## src/rtl/xeng_pkg.sv

```systemverilog
// Shared helpers for the X-engine baseline-order generator family.
package xeng_pkg;

  function automatic int unsigned clog2_min1(input int unsigned n);
    return (n <= 2) ? 1 : $clog2(n);
  endfunction

  function automatic int unsigned n_taps(input int unsigned n_ants);
    return n_ants / 2 + 1;
  endfunction

  function automatic int unsigned n_bls(input int unsigned n_ants);
    return n_ants * n_taps(n_ants);
  endfunction

  localparam int unsigned DEF_N_ANTS = 8;
  localparam int unsigned DEF_N_TAPS = n_taps(DEF_N_ANTS);
  localparam int unsigned DEF_N_BLS  = n_bls(DEF_N_ANTS);

endpackage

```

## src/rtl/xeng_delay_line.sv

```systemverilog
// Resettable fixed-depth shift register.
module xeng_delay_line #(
  parameter int unsigned WIDTH = 1,
  parameter int unsigned DEPTH = 1
) (
  input  logic             clk,
  input  logic             rst_n,
  input  logic [WIDTH-1:0] d,
  output logic [WIDTH-1:0] q
);

  logic [WIDTH-1:0] stages [DEPTH];

  always_ff @(posedge clk or negedge rst_n) begin
    if (!rst_n) begin
      for (int unsigned i = 0; i < DEPTH; i++) stages[i] <= '0;
    end else begin
      stages[0] <= d;
      for (int unsigned i = 1; i < DEPTH; i++) stages[i] <= stages[i-1];
    end
  end

  assign q = stages[DEPTH-1];

endmodule

```

## src/rtl/xeng_bl_order_gen_mc.sv

```systemverilog
// Labels every X-engine output word with antenna pair, channel and baseline index,
// with multi-channel interleave, configurable output latency and unsync error flag.
module xeng_bl_order_gen_mc
  import xeng_pkg::*;
#(
  parameter  int unsigned N_ANTS      = 8,
  parameter  int unsigned N_CHANS     = 1,
  parameter  int unsigned OUT_LATENCY = 1,
  localparam int unsigned ANT_BITS    = clog2_min1(N_ANTS),
  localparam int unsigned BL_BITS     = $clog2(n_bls(N_ANTS)),
  localparam int unsigned CH_BITS     = clog2_min1(N_CHANS)
) (
  input  logic                clk,
  input  logic                rst_n,
  input  logic                sync,
  input  logic                en,
  output logic [ANT_BITS-1:0] ant_a,
  output logic [ANT_BITS-1:0] ant_b,
  output logic                buf_sel,
  output logic                dup,
  output logic [CH_BITS-1:0]  chan,
  output logic [BL_BITS-1:0]  bl_idx,
  output logic                last,
  output logic                vld_out,
  output logic                sync_out,
  output logic                err_unsync
);

  localparam int unsigned N_TAPS = n_taps(N_ANTS);
  localparam int unsigned AW1    = ANT_BITS + 1;

  // Label widths follow the module parameters, so the type is declared here.
  typedef struct packed {
    logic [ANT_BITS-1:0] ant_a;
    logic [ANT_BITS-1:0] ant_b;
    logic                buf_sel;
    logic                dup;
    logic [CH_BITS-1:0]  chan;
    logic [BL_BITS-1:0]  bl_idx;
    logic                last;
  } bl_label_t;

  typedef struct packed {
    logic      vld;
    logic      sync;
    logic      err;
    bl_label_t label;
  } pipe_t;

  logic [ANT_BITS-1:0] a, t, cur_a, cur_t, nxt_a, nxt_t;
  logic [CH_BITS-1:0]  ch, cur_ch, nxt_ch;
  logic [BL_BITS-1:0]  bl, cur_bl, nxt_bl;
  logic                armed;
  logic                accept, a_wrap, t_wrap, ch_wrap;
  logic [ANT_BITS:0]   wrap_sum;
  bl_label_t           cur_label, label_hold;
  pipe_t               pipe_in, pipe_out;

  // sync zeroes the counters before the same-cycle word is labelled.
  always_comb begin
    cur_a   = sync ? '0 : a;
    cur_t   = sync ? '0 : t;
    cur_ch  = sync ? '0 : ch;
    cur_bl  = sync ? '0 : bl;
    accept  = en && (armed || sync);
    a_wrap  = (cur_a == ANT_BITS'(N_ANTS - 1));
    t_wrap  = (cur_t == ANT_BITS'(N_TAPS - 1));
    ch_wrap = (cur_ch == CH_BITS'(N_CHANS - 1));

    wrap_sum            = {1'b0, cur_a} + AW1'(N_ANTS) - {1'b0, cur_t};
    cur_label.ant_a     = cur_a;
    cur_label.buf_sel   = (cur_a < cur_t);
    cur_label.ant_b     = cur_label.buf_sel ? wrap_sum[ANT_BITS-1:0] : (cur_a - cur_t);
    cur_label.dup       = t_wrap && (cur_a >= ANT_BITS'(N_ANTS / 2));
    cur_label.chan      = cur_ch;
    cur_label.bl_idx    = cur_bl;
    cur_label.last      = a_wrap && t_wrap && ch_wrap;

    nxt_a  = cur_a;
    nxt_t  = cur_t;
    nxt_ch = cur_ch;
    nxt_bl = cur_bl;
    if (accept) begin
      nxt_a  = a_wrap ? '0 : cur_a + 1'b1;
      nxt_bl = (a_wrap && t_wrap) ? '0 : cur_bl + 1'b1;
      if (a_wrap) begin
        nxt_t = t_wrap ? '0 : cur_t + 1'b1;
        if (t_wrap) nxt_ch = ch_wrap ? '0 : cur_ch + 1'b1;
      end
    end
  end

  always_ff @(posedge clk or negedge rst_n) begin
    if (!rst_n) begin
      a          <= '0;
      t          <= '0;
      ch         <= '0;
      bl         <= '0;
      armed      <= 1'b0;
      label_hold <= '0;
    end else begin
      a  <= nxt_a;
      t  <= nxt_t;
      ch <= nxt_ch;
      bl <= nxt_bl;
      if (sync) armed <= 1'b1;
      if (accept) label_hold <= cur_label;
    end
  end

  // Fields re-send the last accepted label so outputs hold while vld_out is low.
  always_comb begin
    pipe_in       = '0;
    pipe_in.vld   = accept;
    pipe_in.sync  = sync;
    pipe_in.err   = en && !armed && !sync;
    pipe_in.label = accept ? cur_label : label_hold;
  end

  xeng_delay_line #(
    .WIDTH ($bits(pipe_t)),
    .DEPTH (OUT_LATENCY)
  ) u_delay (
    .clk   (clk),
    .rst_n (rst_n),
    .d     (pipe_in),
    .q     (pipe_out)
  );

  assign ant_a      = pipe_out.label.ant_a;
  assign ant_b      = pipe_out.label.ant_b;
  assign buf_sel    = pipe_out.label.buf_sel;
  assign dup        = pipe_out.label.dup;
  assign chan       = pipe_out.label.chan;
  assign bl_idx     = pipe_out.label.bl_idx;
  assign last       = pipe_out.label.last;
  assign vld_out    = pipe_out.vld;
  assign sync_out   = pipe_out.sync;
  assign err_unsync = pipe_out.err;

endmodule
```

## config.mk

```make
export PLATFORM = sky130hd
export DESIGN_NAME = xeng_bl_order_gen_mc
export DESIGN_NICKNAME = d
export VERILOG_FILES = /design/src/rtl/xeng_pkg.sv /design/src/rtl/xeng_delay_line.sv /design/src/rtl/xeng_bl_order_gen_mc.sv
export SDC_FILE = /design/constraint.sdc
export NUM_CORES = 1
export LEC_CHECK = 0
export CORE_UTILIZATION = 28
export DETAILED_ROUTE_END_ITERATION = 12
export GPL_ROUTABILITY_DRIVEN = 1
export SLEW_MARGIN = 30
export SYNTH_ARGS = -nofsm -noshare
export SYNTH_HDL_FRONTEND = slang
export SYNTH_SLANG_ARGS = --single-unit
```

## constraint.sdc

```tcl
create_clock -name clk -period 4.6 [get_ports clk]
set_input_delay 0.92 -clock clk [delete_from_list [all_inputs] [get_ports clk]]
set_output_delay 0.92 -clock clk [all_outputs]
set_load 0.05 [all_outputs]
```

==> impl_metrics.ini <==
[yosys]
synthCells = 146
synth-seq-cells = 33
ys_seq_area_frac = 0.531
synth-simple-area-share = 0.183
synth_compound_area_frac = 0.131
synth.area.mux_share = 0.0209
syn_area_um2 = 1560
syn_area_per_cell_um2 = 10.7
synthFlopType = dfrtp_1
ys.warnings.count = 0
synth_top_family_by_area = simple AND/OR/NAND/NOR gates
synth-xor-area-share = 0.0281
ys_types = 37
synth_async_sr_flop_share = 1.00
synthAdderAreaFrac = 0.0611
synth_edf_count = 0
syn_nets = 157

[cells_and_area]
drive_gt1_frac = 0.0994
nets = 182
fin_area_um2 = 1930
areaGrowthSynthToFinish_pct = 24.2
layoutNonFillerInstCount = 241
diodes = 0

[setup_path]
critPathRequiredTime_ns = 4.82
r2r_cells = 6
critPathSlowestCell = clkdlybuf4s50_1
crit_type = input port to flip-flop
startpoint_type = input port
cp_max_fo = 21
timing.rr.start = a[0]
crit_chain = clkdlybuf4s50_1 > nor2b_1 > and2_1 > ha_1 > nand4b_1 > nor2_1 > a22o_1
path_depth = 7
cp.arrival_ns = 3.10
critPathBufInv = 1
cpPeakStageDelay_ns = 0.75
r2r-end = u_delay.q[0]
endpoint_kind = flip-flop
cpLargestDelayFamily = simple AND/OR/NAND/NOR gates
r2r_slack_ns = 2.80

[job]
maxCapViolations = 0

[die]
coreArea_um2 = 5240
fp.dieH_um = 76.6
fp.dieW_um = 76.6
io_pins = 23
fp-row-count = 26
die_area_um2 = 5860
start_util = 0.297

[hold_path]
holdPathStages = 2
hold_path_end = u_delay.q[6]
min_path_type = flip-flop to flip-flop
min-delay-start = u_delay.q[6]

[power_and_ir_drop]
ir_drop_mv = 0.104
power_frac_seq = 0.504
p_sw_uw = 166
power_uw = 620
p_clk_frac = 0.349
swShare = 0.268
internal-power_uw = 454
power_frac_comb = 0.146
power.density_nw_per_um2 = 321
leakage_uw = 0.000880

[clock_tree]
cts_max_level = 2
cts.sinks = 33
cts_max_path_buffers = 2
clkTransAtPathRegs_ns = 0.06
clock-root-buffer = clkbuf_8
insertion_delay_ns = 0.28
cts_tree = yes
cts-resized-gates = 0
post_cts_buffers = 0
ctsHoldBuffers = 0
numCtsBuffers = 5

[placed_design]
dp.cells = 234
port_buffers = 22
gp_congestion = 0.790
dp_slack_ns = 1.42
dp_hpwl_mm = 2.07
detailed_place.area_um2 = 1850

[timing]
setup_violations = 0
finClkSkew_ns = 0.00538
setup_ws_ns = 1.72
min_period_ns = 2.88
fmax_mhz = 347
rsz0062_at_grt = no
hold_viol = 0
period_share = 0.627
max_slew_margin = 0.547
tightest_slew_ns = 0.680
slew_violations = 0
fin_setup_tns_ns = 0

[detailed_routing]
wl_per_cell_um = 12.0
dr.pass1.iters = 4
via_per_inst = 4.52
initialDrtViolationCount = 49
detail-route-antenna-nets = 0
wl_mm = 2.90
wl_met2_mm = 1.30
via_count = 1090
dr.max_layer_used = met4
drcViolationCount = 0
wl_met3_um = 115
drt-met1-wl_mm = 1.45

[global_routing]
grt_overflow = 0
grt_use_total = 0.113
grt_pass1_vias = 1106
antenna_found_initial = 0
grt_pass1_wl_mm = 5.24
grt_max_degree = 34

[run_status]
outcome = complete, no violations
synth_stat cells, types with 3 or more instances:
library cell | number | share of area
nand2b_1 | 8 | 0.032
buf_2 | 5 | 0.016
xnor2_1 | 3 | 0.017
o211ai_1 | 4 | 0.019
ha_1 | 6 | 0.048
nor2_1 | 8 | 0.019
dfrtp_1 | 33 | 0.53
o21ai_0 | 13 | 0.042
nand2_1 | 19 | 0.046
nor2b_1 | 4 | 0.016
inv_1 | 7 | 0.017
placed cells by master (no fill, tap or decap), types with 3 or more instances in the layout:
master / count
buf_4: 3
ha_1: 6
nor2_1: 8
clkbuf_8: 6
nor2b_1: 4
nand2_1: 19
dfrtp_1: 33
xnor2_1: 3
inv_1: 7
nand2b_1: 8
o211ai_1: 4
o21ai_0: 13
clkdlybuf4s50_1: 22
flip-flops by register name (all words and copies together), names as in the netlist:
name       cells
t              3
a              3
bl             6
armed          1
u_delay.q     19
ch             1
how the worst max path moves through the flow:
stage | from | end | slack, ns
2_1_floorplan | sync | u_delay.q[0] | 2.44
3_3_place_gp | sync | u_delay.q[0] | 1.50
3_5_place_dp | sync | u_delay.q[0] | 1.42
4_1_cts | sync | u_delay.q[0] | 1.71
5_1_grt | sync | u_delay.q[0] | 1.49
6_report | sync | u_delay.q[0] | 1.72
worst reg2reg max path: cells and delay by family (launching register included):
| family | cells | cell delay, ns |
|---|---|---|
| AOI/OAI and AO/OA | 1 | 0.19 |
| DFF | 1 | 0.42 |
| adders and majority gates | 1 | 0.17 |
| and+or+nand+nor | 4 | 0.96 |
per-layer routing:
layer / up-vias / track usage
li1: 549 / -
met5: - / 0
met1: 518 / 0.153
met3: 5 / 0.0359
met4: 0 / 0.0346
met2: 18 / 0.172
power by group through the flow:
stage,Sequential (uW),Clock (uW),Combinational [uW]
6_report,313,217,90.8
5_1_grt,315,238,98.7
4_1_cts,313,226,92.3
3_5_place_dp,319,0,91.7
3_3_place_gp,318,0,92.1
2_1_floorplan,345,0,31.9
stage by stage:
step	hold slack [ns]	util
after global routing	0.507	0.369
after detailed placement	0.456	0.353
after global placement	0.452	0.353
after CTS	0.470	0.369
after floorplan	0.484	-
final	0.465	0.369
logic make-up after synthesis:
group | after synthesis
buf+inv | 15
fa+ha+maj | 7
flops | 33
compound gates | 31
mux | 3
xor+xnor | 5
simple gates | 52
area by class of cell:
class	count	area (um^2)
clock buffer	7	86.3
inverter	8	30.0
tap	70	87.6
sequential	33	826
multi-input combinational	98	661
timing repair buffer	25	243
fill	513	3300
Power figures use the tool's default switching activity.
